`src/rtl/taylor_result_buffer.sv`:
```
// Output buffer behind the last Taylor-series pipe stage.
// Holds results in a show-ahead FIFO and hands them out on a valid/ready handshake.
// Stalls the pipe while the FIFO is full.
// Tracks a sticky error for incomplete samples and wrapping result/overflow counters.
module taylor_result_buffer #(
    parameter int unsigned WIDTH = 32,
    parameter int unsigned DEPTH = 4,
    parameter int unsigned CNT_W = 16
) (
    input  logic                     clk,
    input  logic                     rst,
    input  logic                     in_occ,
    input  logic [WIDTH-1:0]         in_y,
    input  logic                     in_ovf,
    input  logic                     in_valid,
    output logic                     stall_out,
    output logic                     out_valid,
    input  logic                     out_ready,
    output logic [WIDTH-1:0]         out_y,
    output logic                     out_ovf,
    output logic                     out_incomplete,
    output logic [$clog2(DEPTH):0]   count,
    input  logic                     sticky_clr,
    output logic                     err_sticky,
    output logic [CNT_W-1:0]         res_cnt,
    output logic [CNT_W-1:0]         ovf_cnt
);

    localparam int unsigned ADDR_W = $clog2(DEPTH);
    localparam int unsigned OCC_W  = ADDR_W + 1;
    localparam int unsigned ENT_W  = WIDTH + 2;

    // Entry layout: {y, ovf, incomplete}
    logic [ENT_W-1:0]  r_mem [DEPTH];
    logic [ADDR_W-1:0] r_wr_ptr;
    logic [ADDR_W-1:0] r_rd_ptr;
    logic [OCC_W-1:0]  r_count;
    logic              r_err_sticky;
    logic [CNT_W-1:0]  r_res_cnt;
    logic [CNT_W-1:0]  r_ovf_cnt;

    logic              w_full;
    logic              w_empty;
    logic              w_push;
    logic              w_pop;
    logic              w_in_incomplete;
    logic [ENT_W-1:0]  w_head;

    assign w_full          = (r_count == OCC_W'(DEPTH));
    assign w_empty         = (r_count == '0);
    // A refused push holds upstream, so full alone gates it even if a pop happens now.
    assign w_push          = in_occ & ~w_full;
    assign w_pop           = ~w_empty & out_ready;
    assign w_in_incomplete = in_occ & ~in_valid & ~in_ovf;
    assign w_head          = r_mem[r_rd_ptr];

    assign stall_out      = w_full;
    assign out_valid      = ~w_empty;
    assign out_y          = w_empty ? '0 : w_head[ENT_W-1:2];
    assign out_ovf        = w_empty ? 1'b0 : w_head[1];
    assign out_incomplete = w_empty ? 1'b0 : w_head[0];
    assign count          = r_count;
    assign err_sticky     = r_err_sticky;
    assign res_cnt        = r_res_cnt;
    assign ovf_cnt        = r_ovf_cnt;

    // Storage array; contents survive reset, only the pointers are cleared.
    always_ff @(posedge clk) begin
        if (w_push) begin
            r_mem[r_wr_ptr] <= {in_y, in_ovf, w_in_incomplete};
        end
    end

    // Pointers and occupancy; pointers wrap naturally because DEPTH is a power of two.
    always_ff @(posedge clk or posedge rst) begin
        if (rst) begin
            r_wr_ptr <= '0;
            r_rd_ptr <= '0;
            r_count  <= '0;
        end else begin
            if (w_push) begin
                r_wr_ptr <= r_wr_ptr + ADDR_W'(1);
            end
            if (w_pop) begin
                r_rd_ptr <= r_rd_ptr + ADDR_W'(1);
            end
            case ({w_push, w_pop})
                2'b10:   r_count <= r_count + OCC_W'(1);
                2'b01:   r_count <= r_count - OCC_W'(1);
                default: r_count <= r_count;
            endcase
        end
    end

    // Statistics; a clear wins over a same-cycle push, which is then stored but not counted.
    always_ff @(posedge clk or posedge rst) begin
        if (rst) begin
            r_err_sticky <= 1'b0;
            r_res_cnt    <= '0;
            r_ovf_cnt    <= '0;
        end else if (sticky_clr) begin
            r_err_sticky <= 1'b0;
            r_res_cnt    <= '0;
            r_ovf_cnt    <= '0;
        end else if (w_push) begin
            r_err_sticky <= r_err_sticky | w_in_incomplete;
            r_res_cnt    <= r_res_cnt + CNT_W'(1);
            r_ovf_cnt    <= r_ovf_cnt + CNT_W'(in_ovf);
        end
    end

endmodule

```
`config.mk`:
```
export PLATFORM = sky130hd
export DESIGN_NAME = taylor_result_buffer
export DESIGN_NICKNAME = d
export VERILOG_FILES = /design/src/rtl/taylor_result_buffer.sv
export SDC_FILE = /design/constraint.sdc
export NUM_CORES = 1
export LEC_CHECK = 0
export ABC_CLOCK_PERIOD_IN_PS = 5800
export BUFFER_PORTS_ARGS = -buffer_cell sky130_fd_sc_hd__buf_2
export CORE_MARGIN = 4
export CORE_UTILIZATION = 37
export DETAILED_ROUTE_END_ITERATION = 16
export SLEW_MARGIN = 30
export SYNTH_ARGS = -nofsm -noshare
export SYNTH_HDL_FRONTEND = slang
export SYNTH_SLANG_ARGS = --single-unit
export TNS_END_PERCENT = 10
```
`constraint.sdc`:
```
create_clock -name clk -period 5.8 [get_ports clk]
set_clock_uncertainty 0.2 [all_clocks]
set_input_delay 0.58 -clock clk [delete_from_list [all_inputs] [get_ports clk]]
set_output_delay 0.58 -clock clk [all_outputs]
set_load 0.02 [all_outputs]
```
# After elaboration in Yosys (flattened, before gate mapping)
# Memories as Yosys holds them, arrays and structs flattened.
# Cells that the tools add are included.
[totals] ff_bits=40 mem_bits_rw=136 output_inout_bits=72 memories=1
[op_classes] addsub=6 eq_ne=3 mux=12 n_bitwise=9 n_reduce_logical=3
[mem_list] memory="r_mem" words=4 width=34 read_ports=1 rd_clocked_by_memory_dff=0 write_ports=1 line_no="34" source="logic [ENT_W-1:0] r_mem [DEPTH];"
[ops] op="$mux 16" count=4
[ops] op="$mux 32" count=1
[ops] op="$add 16x1->16" count=1
[ops] op="$add 16x1->16 const B" count=1
[ops] op="$mux 1" count=6
[ops] op="$pmux 3 s2" count=1
[ops] op="$add 2x1->2 const B" count=2
[ops] op="$and 1x1->1" count=4
[ops] op="$not 1->1" count=4
[ops] op="$reduce_bool 2->1" count=2
[ops] op="$add 3x1->3 const B" count=1
[ops] op="$eq 3x3->1 const B" count=1
[ops] op="$logic_not 3->1" count=1
[ops] op="$sub 3x1->3 const B" count=1
[ops] op="$eq 2x1->1 const B" count=1
[ops] op="$eq 2x2->1 const B" count=1
[ops] op="$or 1x1->1" count=1

# Longest topological paths before layout
# Gate-level depths: netlist (run 1).
[logic_depth] word_depth=6 ltp_mapped=9

# Worst setup path before layout (run 1)
# OpenSTA, ideal clock, no wires.
[synth_timing] path_type="reg-to-reg" from="register r_count[0] (netlist: count[0])" to="register r_count[2] (netlist: count[2])" setup_time_ps=80 arrival_time_ps=2201 required_time_ps=5520 slack_ps=3320 stages_incl_launch_ff=9 path_buffers=0 period_less_slack_ps=2480 cell_sequence="dfrtp_1 or3b_2 nand2_1 ha_1 inv_1 fa_1 xor2_1 nor2_1 xor2_1"
[synth_via] elab_chain_cells=5
[synth_rtl] element="start: declaration" line_no="37" source="logic [OCC_W-1:0] r_count;"
[synth_rtl] element="start signal: assignment" line_no="88" source="2'b10: r_count <= r_count + OCC_W'(1);"
[synth_rtl] element="start signal: assignment" line_no="89" source="2'b01: r_count <= r_count - OCC_W'(1);"
[synth_rtl] element="start signal: assignment" line_no="90" source="default: r_count <= r_count;"
[synth_rtl] element="$eq 3x3->1 or $logic_not 3->1 (tied branches)" line_no="49, 50"
[synth_rtl] element="$not 1->1 (on tied branches)" line_no="52, 53"
[synth_rtl] element="$and 1x1->1 (on tied branches)" line_no="52, 53"
[synth_rtl] element="$eq 2x1->1 or $eq 2x2->1 (tied branches)" line_no="87" source="case ({w_push, w_pop})"
[synth_rtl] element="$pmux 3 s2 or $reduce_bool 2->1 (tied branches)"
# Several ways; a longest one is shown, not always the timed one.
# A chain may end at the register's enable or synchronous reset.

# Worst setup path in the final report (run 1)
[layout_timing] from="register r_rd_ptr[0]" to="output out_y[2]"
[layout_via] elab_chain_cells=2
[layout_rtl] element="start: declaration" line_no="36" source="logic [ADDR_W-1:0] r_rd_ptr;"
[layout_rtl] element="start signal: assignment" line_no="85" source="r_rd_ptr <= r_rd_ptr + ADDR_W'(1);"
[layout_rtl] element="$mem_v2 4x34"
[layout_rtl] element="$mux 32" line_no="59" source="assign out_y = w_empty ? '0 : w_head[ENT_W-1:2];"
[layout_rtl] element="end: declaration" line_no="19" source="output logic [WIDTH-1:0] out_y,"
# No other way between the ends.

==> summary.txt, run 1 <==
Routing
  • Routed WL per cell: 17.61 um
  • Iteration-0 DRC Markers: 260
  • DRC: 0
  • Drt pass-1 iters: 4
  • Total number of vias: 3987
  • Number of routed nets with antenna violations: 0
  • Vias per cell: 4.941
  • Detailed Route WL: 14210 um

Synthesis
  • Mapped Avg Cell Area: 17.07 um2
  • Count of cell types in the netlist: 36
  • Compound-cell area share of the yosys netlist: 0.01431
  • Synth Instances: 420
  • Yosys warns: 0
  • Synth Area in Adders: 0.01675
  • Mux share of post-synthesis cell area: 0.1129
  • Post-synthesis xor/xnor area fraction: 0.03054
  • Main combinational cell family by area after synthesis: multiplexers
  • #FFs+latches synth: 176
  • Synth Net Count: 468
  • Simple-gate share of the synthesized area: 0.1005
  • Sequential fraction of the synthesis area: 0.7092
  • Cell area after synthesis: 7169 um2

Power
  • Switching power: 1.398 mW
  • Clock network fraction of total power: 0.277
  • Sw Share: 0.3309
  • Reg power frac: 0.417
  • Final total power: 4.225 mW
  • Int Pwr: 2.827 mW
  • Combinational share of power: 0.306
  • VDD IR-drop max: 213.5 uV
  • Power per cell area: 488.6 nW/um2
  • Pleak: 3.222 nW

Timing
  • Achievable clock frequency: 298.4 MHz
  • Worst Hold Margin: 0.07055 ns
  • RSZ-0062 raised after global routing: no
  • Final worst path period need: 3.351 ns
  • TNS Setup: 0 ns
  • Slew headroom: 0.5788
  • Final Hold Fails: 0
  • Final period utilization: 0.5778
  • Worst-Margin Slew: 0.6318 ns
  • Count of final setup violators: 0
  • Setup WS post-layout: 2.449 ns
  • Pins Over Slew Limit: 0

Clock network
  • Num Clock Sinks: 176
  • Clock Pin Slew Worst Setup and Hold Paths: 0.07 ns
  • CTS tree: built
  • Post-CTS setup buffers: 0
  • Hold_buf cts: 0
  • Number of CTS-inserted buffers: 17
  • Insertion delay to the later sink of the worst-skew pair: 0.42 ns
  • Clock buffer depth: 2
  • H-tree levels: 4
  • Clk root buf: clkbuf_16
  • Post-CTS sizing: 0

Hold path
  • Class of the worst hold path: in2async

Cells and area
  • # nets final: 581
  • Reg area: 5090 um2
  • Most common cell after layout, fill and taps aside: edfxtp_1
  • Area grow syn2layout: 20.59%
  • Multi-input logic area: 1988 um2
  • Final Instance Area: 8646 um2
  • Filler Cell Count: 1686
  • Most frequent cells in the layout: 136 x edfxtp_1, 110 x buf_2, 38 x dfrtp_1, 35 x and2_1, 34 x mux4_2
  • Share of layout cells above drive strength 1: 0.3590

Worst setup path
  • Critical Path Sink Type: primary output
  • Delay of the slowest cell on the worst path: 0.75 ns
  • Worst Path Required: 5.02 ns
  • Startpoint types: flip-flop
  • RR Endpoint: count[2]$_DFFE_PP0P_
  • Reg2reg path depth: 8
  • Reg2reg start: count[0]$_DFFE_PP0P_
  • CP arrival: 2.57 ns
  • CP Class: reg2out
  • Worst path cell trace: buf_4 > mux4_2 > and2_1 > buf_2
  • R2r setup slk: 3.02 ns
  • Crit path max fanout: 20
  • Critical path's slowest cell: dfrtp_2

Die
  • Die Area: 21670 um2
  • Die Span X: 147.2 um
  • CORE AREA: 18890 um2
  • Initial core utilization: 0.3795
  • Row count: 50
  • Vert. Die Dim: 147.2 um
  • I/O pin total: 111

Placement
  • Placed cell area: 8024 um2
  • Pre-CTS WS: 2.801 ns
  • DP HPWL: 9034 um
  • GPL Wtd Cong: 0.7839
  • IO buf count: 110

GRT
  • Vias in the first global route: 4255
  • Largest net degree at the start of global routing: 41
  • Initial antenna violation count: 0
  • First-pass GRT wire length: 22950 um
  • Global Route Usage Sum: 0.1364
  • Grt total ovfl: 0

Outcome
  • Run status: complete, no violations

Job
  • Maxcap violations: 0
==> worst max path at each step <==
stage | to | depth (start not counted) | from | slack [ns]
after global placement | out_y[2] | 4 | r_rd_ptr[0]$_DFFE_PP0P_ | 2.82
after global routing | out_y[11] | 4 | r_rd_ptr[0]$_DFFE_PP0P_ | 2.21
after floorplan | count[2]$_DFFE_PP0P_ | 8 | count[0]$_DFFE_PP0P_ | 3.32
after CTS | out_y[2] | 4 | r_rd_ptr[0]$_DFFE_PP0P_ | 2.34
after detailed placement | out_y[2] | 4 | r_rd_ptr[0]$_DFFE_PP0P_ | 2.80
final | out_y[2] | 4 | r_rd_ptr[0]$_DFFE_PP0P_ | 2.45
==> stage by stage <==
| stage | utilization | cells |
|---|---|---|
| 5_1_grt | 0.4575 | 806 |
| 2_1_floorplan | - | 420 |
| 3_3_place_gp | 0.4230 | 773 |
| 4_1_cts | 0.4574 | 806 |
| 6_report | 0.4576 | 807 |
| 3_5_place_dp | 0.4247 | 774 |
==> cell type report <==
cell class | instances | share of cell area
Timing Repair Buffer | 114 | 0.06860
Clock inverter | 15 | 0.02214
Tap cell | 260 | 0.03763
Multi-Input combinational cell | 216 | 0.2300
Inverter | 8 | 0.003473
Antenna cell | 1 | 0.0002894
Sequential cell | 176 | 0.5887
Clock buffer | 17 | 0.04920
==> power by group through the flow <==
stage	Sequential [mW]	Combinational (mW)	Clock, mW
floorplan	1.70	0.967	0
global placement	1.79	1.30	0
detailed placement	1.79	1.33	0
CTS	1.77	1.33	1.20
global route	1.79	1.40	1.26
finish	1.76	1.29	1.17
==> layer usage <==
metal / track usage / part of all wire
met4: 0.04753 / 0.013
met1: 0.1698 / 0.43
met5: 0 / 0
met2: 0.2267 / 0.49
met3: 0.04226 / 0.065
==> worst max-delay path: cells and delay by family (launching register included) <==
family	cells	cell delay [ns]
buffers and inverters	2	0.64
AND/OR/NAND/NOR	1	0.18
multiplexers	1	0.57
flip-flops	1	0.75
==> registers in the layout (all words and copies together), names as in the netlist <==
signal and flops:
r_mem 136, ovf_cnt 16, res_cnt 16, count 3, r_rd_ptr 2, r_wr_ptr 2
err_sticky 1
==> cell usage after synthesis, drive strengths merged <==
cell type	n	area [um2]
or4	2	18.77
xor2	8	70.07
or3	10	67.56
fa	1	20.02
nand3	12	60.06
nor3b	3	22.52
nand2	12	45.04
o31ai	1	7.510
nor2	23	86.33
mux4	34	765.7
o21ai	7	35.03
nor2b	2	12.51
nor4b	5	43.79
edfxtp	136	4084
xnor2	17	148.9
dfrtp	40	1001
nand4	6	50.04
and4	1	8.760
nor4	4	31.28
buf	7	33.78
inv	8	30.03
or3b	1	8.760
clkbuf	13	48.80
mux2	3	33.78
nor3	3	15.01
mux2i	1	10.01
and3	5	31.28
and2	35	219.0
ha	8	100.1
a21oi	12	60.06
==> cells by family after synthesis <==
family          Yosys count
compound gates           20
mux                      38
xor+xnor                 25
flops                   176
simple gates            124
buf+inv                  28
fa+ha+maj                 9
(Power assumes the default switching activity.)
==> run 2, diff against run 1 <==
--- a/config.mk
+++ b/config.mk
@@ -5,7 +5,8 @@
 export SDC_FILE = /design/constraint.sdc
 export NUM_CORES = 1
 export LEC_CHECK = 0
-export ABC_CLOCK_PERIOD_IN_PS = 5800
+export ABC_AREA = 1
+export ABC_CLOCK_PERIOD_IN_PS = 3400
 export BUFFER_PORTS_ARGS = -buffer_cell sky130_fd_sc_hd__buf_2
 export CORE_MARGIN = 4
 export CORE_UTILIZATION = 37
==> constraint.sdc (replaced) <==
create_clock -name clk -period 3.4 [get_ports clk]
set_clock_uncertainty 0.2 [all_clocks]
set_input_delay 0.34 -clock clk [delete_from_list [all_inputs] [get_ports clk]]
set_output_delay 0.34 -clock clk [all_outputs]
set_load 0.02 [all_outputs]
==> run 2 against run 1 <==
First-iteration DRC count fell by 8.1%. Combinational power rose by 120%. Sequential power is 63% higher. Final cell count is 41% higher. Routed wire length rose by 21%. Global-route usage up 1.8 points. Synthesized area grew 5.5%. Core utilization up 0.67 points. Largest cell class unchanged. Largest power group unchanged. Critical path depth rose by 1. Critical endpoint is now out_y[12].
==> summary.txt, run 2 <==
Outcome
  • Run status: complete, no violations

Hold path
  • Worst hold stages: 4
  • Class of the worst hold path: in2reg

Cells and area
  • # nets final: 903 (+55%)
  • Share of layout cells above drive strength 1: 0.2028 (-0.1562)
  • Core Util, Final: 0.4643 (+0.006714)
  • Most frequent cells in the layout: 203 x nor2_1, 136 x edfxtp_1, 110 x buf_2, 72 x nand2_1, 69 x o21ai_0
  • Fin cells: 1140 (+41%)
  • Area grow syn2layout: 23.84%
  • Most common cell after layout, fill and taps aside: nor2_1
  • Reg area: 5086 um2 (about the same)
  • Flip-flop count of the largest register after layout: 136 (unchanged)
  • Filler Cell Count: 1867 (+11%)
  • Multi-input logic area: 2201 um2 (+11%)
  • Most flop-heavy register: r_mem

Synthesis
  • Mapped Avg Cell Area: 10.65 um2 (-38%)
  • Yosys warns: 0 (unchanged)
  • Synth Instances: 710 (+69%)
  • Synth Net Count: 758 (+62%)
  • Post-synth top area share: 0.5400 (-0.02959)
  • #FFs+latches synth: 176 (unchanged)
  • EDFF count, synth: 136 (unchanged)
  • Cell area after synthesis: 7562 um2 (+5.5%)
  • Asr flop ratio synth: 0.2273 (unchanged)
  • Main synth FF type: edfxtp_1
  • Most frequent cell after synthesis: nor2_1
  • Top post-synthesis cells by count: 207 x nor2_1, 136 x edfxtp_1, 72 x nand2_1
  • Count of cell types in the netlist: 29 (-19%)
  • Area contributors post-synth: edfxtp_1 54%, dfrtp_1 13%, nor2_1 10%
  • Sequential fraction of the synthesis area: 0.6724 (-0.03685)
  • Synth area leader: edfxtp_1

Timing
  • Slew headroom: 0.4653 (-0.1135)
  • Worst-Margin Slew: 0.8009 ns (+0.1691 ns)
  • Final period utilization: 0.8295
  • RSZ-0062 raised after global routing: no
  • Pins Over Slew Limit: 0 (unchanged)
  • Final worst path period need: 2.820 ns
  • Setup WS post-layout: 0.5798 ns (-1.869 ns)
  • Achievable clock frequency: 354.6 MHz
  • Final Hold Fails: 0 (unchanged)
  • Count of final setup violators: 0 (unchanged)
  • TNS Setup: 0 ns (unchanged)

Power
  • Clock network fraction of total power: 0.255 (-0.022)
  • Switching power: 2.986 mW (+110%)
  • VDD IR-drop max: 453.2 uV (+110%)
  • Power per cell area: 811.8 nW/um2 (+66%)
  • Int Pwr: 4.617 mW (+63%)
  • Final total power: 7.603 mW (+80%)
  • Sw Share: 0.3928 (+0.06189)
  • Reg power frac: 0.377 (-0.040)
  • Combinational share of power: 0.368 (+0.062)
  • Pleak: 3.715 nW (+15%)

Worst setup path
  • Crit path max fanout: 35 (+75%)
  • Startpoint types: flip-flop
  • Worst Path Required: 2.86 ns (-2.16 ns)
  • CP Class: reg2out
  • R2r setup slk: 0.89 ns (-2.13 ns)
  • CP arrival: 2.28 ns (-0.29 ns)
  • Reg2reg path depth: 10 (+2)
  • Critical Path Sink Type: primary output

Die
  • Die Span X: 151.0 um (+2.6%)
  • I/O pin total: 111 (unchanged)
  • CORE AREA: 20170 um2 (+6.8%)
  • Row count: 52 (+4.0%)
  • Vert. Die Dim: 151.0 um (+2.6%)
  • Initial core utilization: 0.3749 (-0.004532)
  • Die Area: 22790 um2 (+5.2%)

Clock network
  • CTS tree: built
  • Num Clock Sinks: 176 (unchanged)
  • Number of CTS-inserted buffers: 17 (unchanged)
  • Clock buffer depth: 2 (unchanged)
  • Insertion delay to the later sink of the worst-skew pair: 0.43 ns (about the same)
  • Clk root buf: clkbuf_16
  • Clock Pin Slew Worst Setup and Hold Paths: 0.07 ns (about the same)
  • H-tree levels: 4 (unchanged)

GRT
  • Vias in the first global route: 5252 (+23%)
  • First-pass GRT wire length: 27210 um (+19%)
  • Global Route Usage Sum: 0.1546 (+0.01824)
  • Largest net degree at the start of global routing: 71 (+73%)
  • Grt total ovfl: 0 (unchanged)
  • Initial antenna violation count: 2 (+2)

Placement
  • Inst Count DP: 1071 (+38%)
  • GPL Wtd Cong: 0.7861 (+0.28%)
  • DP HPWL: 10540 um (+17%)
  • Pre-CTS WS: 0.8271 ns (-1.974 ns)
  • IO buf count: 110 (unchanged)

Routing
  • Total number of vias: 5404 (+36%)
  • Detailed Route WL: 17190 um (+21%)
  • Number of routed nets with antenna violations: 0 (unchanged)
  • Iteration-0 DRC Markers: 239 (-8.1%)
  • Drt pass-1 iters: 7 (+3)
  • Vias per cell: 4.740 (-4.1%)
  • Routed WL per cell: 15.08 um (-14%)
  • DRC: 0 (unchanged)

Job
  • Maxcap violations: 0 (unchanged)
[run 2: cells by family (layout without fill, tap and decap cells)]
logic type      Yosys count  after routing  synth area share
flops                   176            176            0.6724
other cells               0              2                 0
simple gates            326            326            0.1797
xor+xnor                  5              5          0.005791
compound gates          128            128           0.08571
fa+ha+maj                 9              9           0.01588
buf+inv                  66            224           0.04054
[run 2: area by class of cell]
| type | instances | share of cell area |
|---|---|---|
| Clock inverter | 15 | 0.01830 |
| Clock buffer | 17 | 0.04542 |
| Inverter | 34 | 0.01363 |
| Sequential cell | 176 | 0.5431 |
| Timing Repair Buffer | 158 | 0.1079 |
| Multi-Input combinational cell | 468 | 0.2350 |
| Tap cell | 270 | 0.03607 |
| Antenna cell | 2 | 0.0005344 |
[run 2: worst paths after layout]
kind / start / end
setup / recovery: r_rd_ptr[1]$_DFFE_PP0P_ / out_y[12]
hold / removal: out_ready / r_rd_ptr[0]$_DFFE_PP0P_
setup reg to reg: count[2]$_DFFE_PP0P_ / count[2]$_DFFE_PP0P_
hold reg to reg: err_sticky$_DFFE_PP0P_ / err_sticky$_DFFE_PP0P_
max in group asynchronous: rst / r_rd_ptr[0]$_DFFE_PP0P_
min in group asynchronous: rst / res_cnt[9]$_DFFE_PP0P_
[run 2: per-layer routing]
| metal | vias to the layer above | share of wire | routed length (um) | track usage |
|---|---|---|---|---|
| met5 | - | 0.00076 | 13 | 0 |
| met4 | 2 | 0.0089 | 153 | 0.04216 |
| met3 | 16 | 0.066 | 1143 | 0.04877 |
| met2 | 139 | 0.46 | 7973 | 0.2456 |
| met1 | 2548 | 0.46 | 7907 | 0.2060 |
| li1 | 2699 | - | - | - |
[run 2: power by group through the flow]
stage                     Clock (mW)  Combinational [mW]  Sequential, mW
final                           1.94                2.80            2.86
after global routing            2.07                3.11            2.90
after CTS                       1.99                2.86            2.87
after detailed placement           0                2.82            2.91
after global placement             0                2.79            2.90
after floorplan                    0                1.88            2.91
[run 2: through the flow]
stage,instance area [um2],hold WS (ns)
floorplan,7562,0.2064
global placement,8413,0.2807
detailed placement,8413,0.2792
CTS,9360,0.05479
global route,9363,0.07512
finish,9365,0.06477
[run 2: what timing repair did]
| item | 4_1_cts | 5_1_grt |
|---|---|---|
| buffers inserted | 0 | 0 |
| hold endpoints to repair | 173 | 0 |
| hold buffers | 35 | 0 |
| resized for setup | 0 | 0 |
[run 2: critical path, stage by stage, from the launching register on]
cell and delay, ns:
dfrtp_1 0.67, inv_2 0.46, nor2_1 0.19, o21ai_0 0.09, a21oi_1 0.22, buf_2 0.21
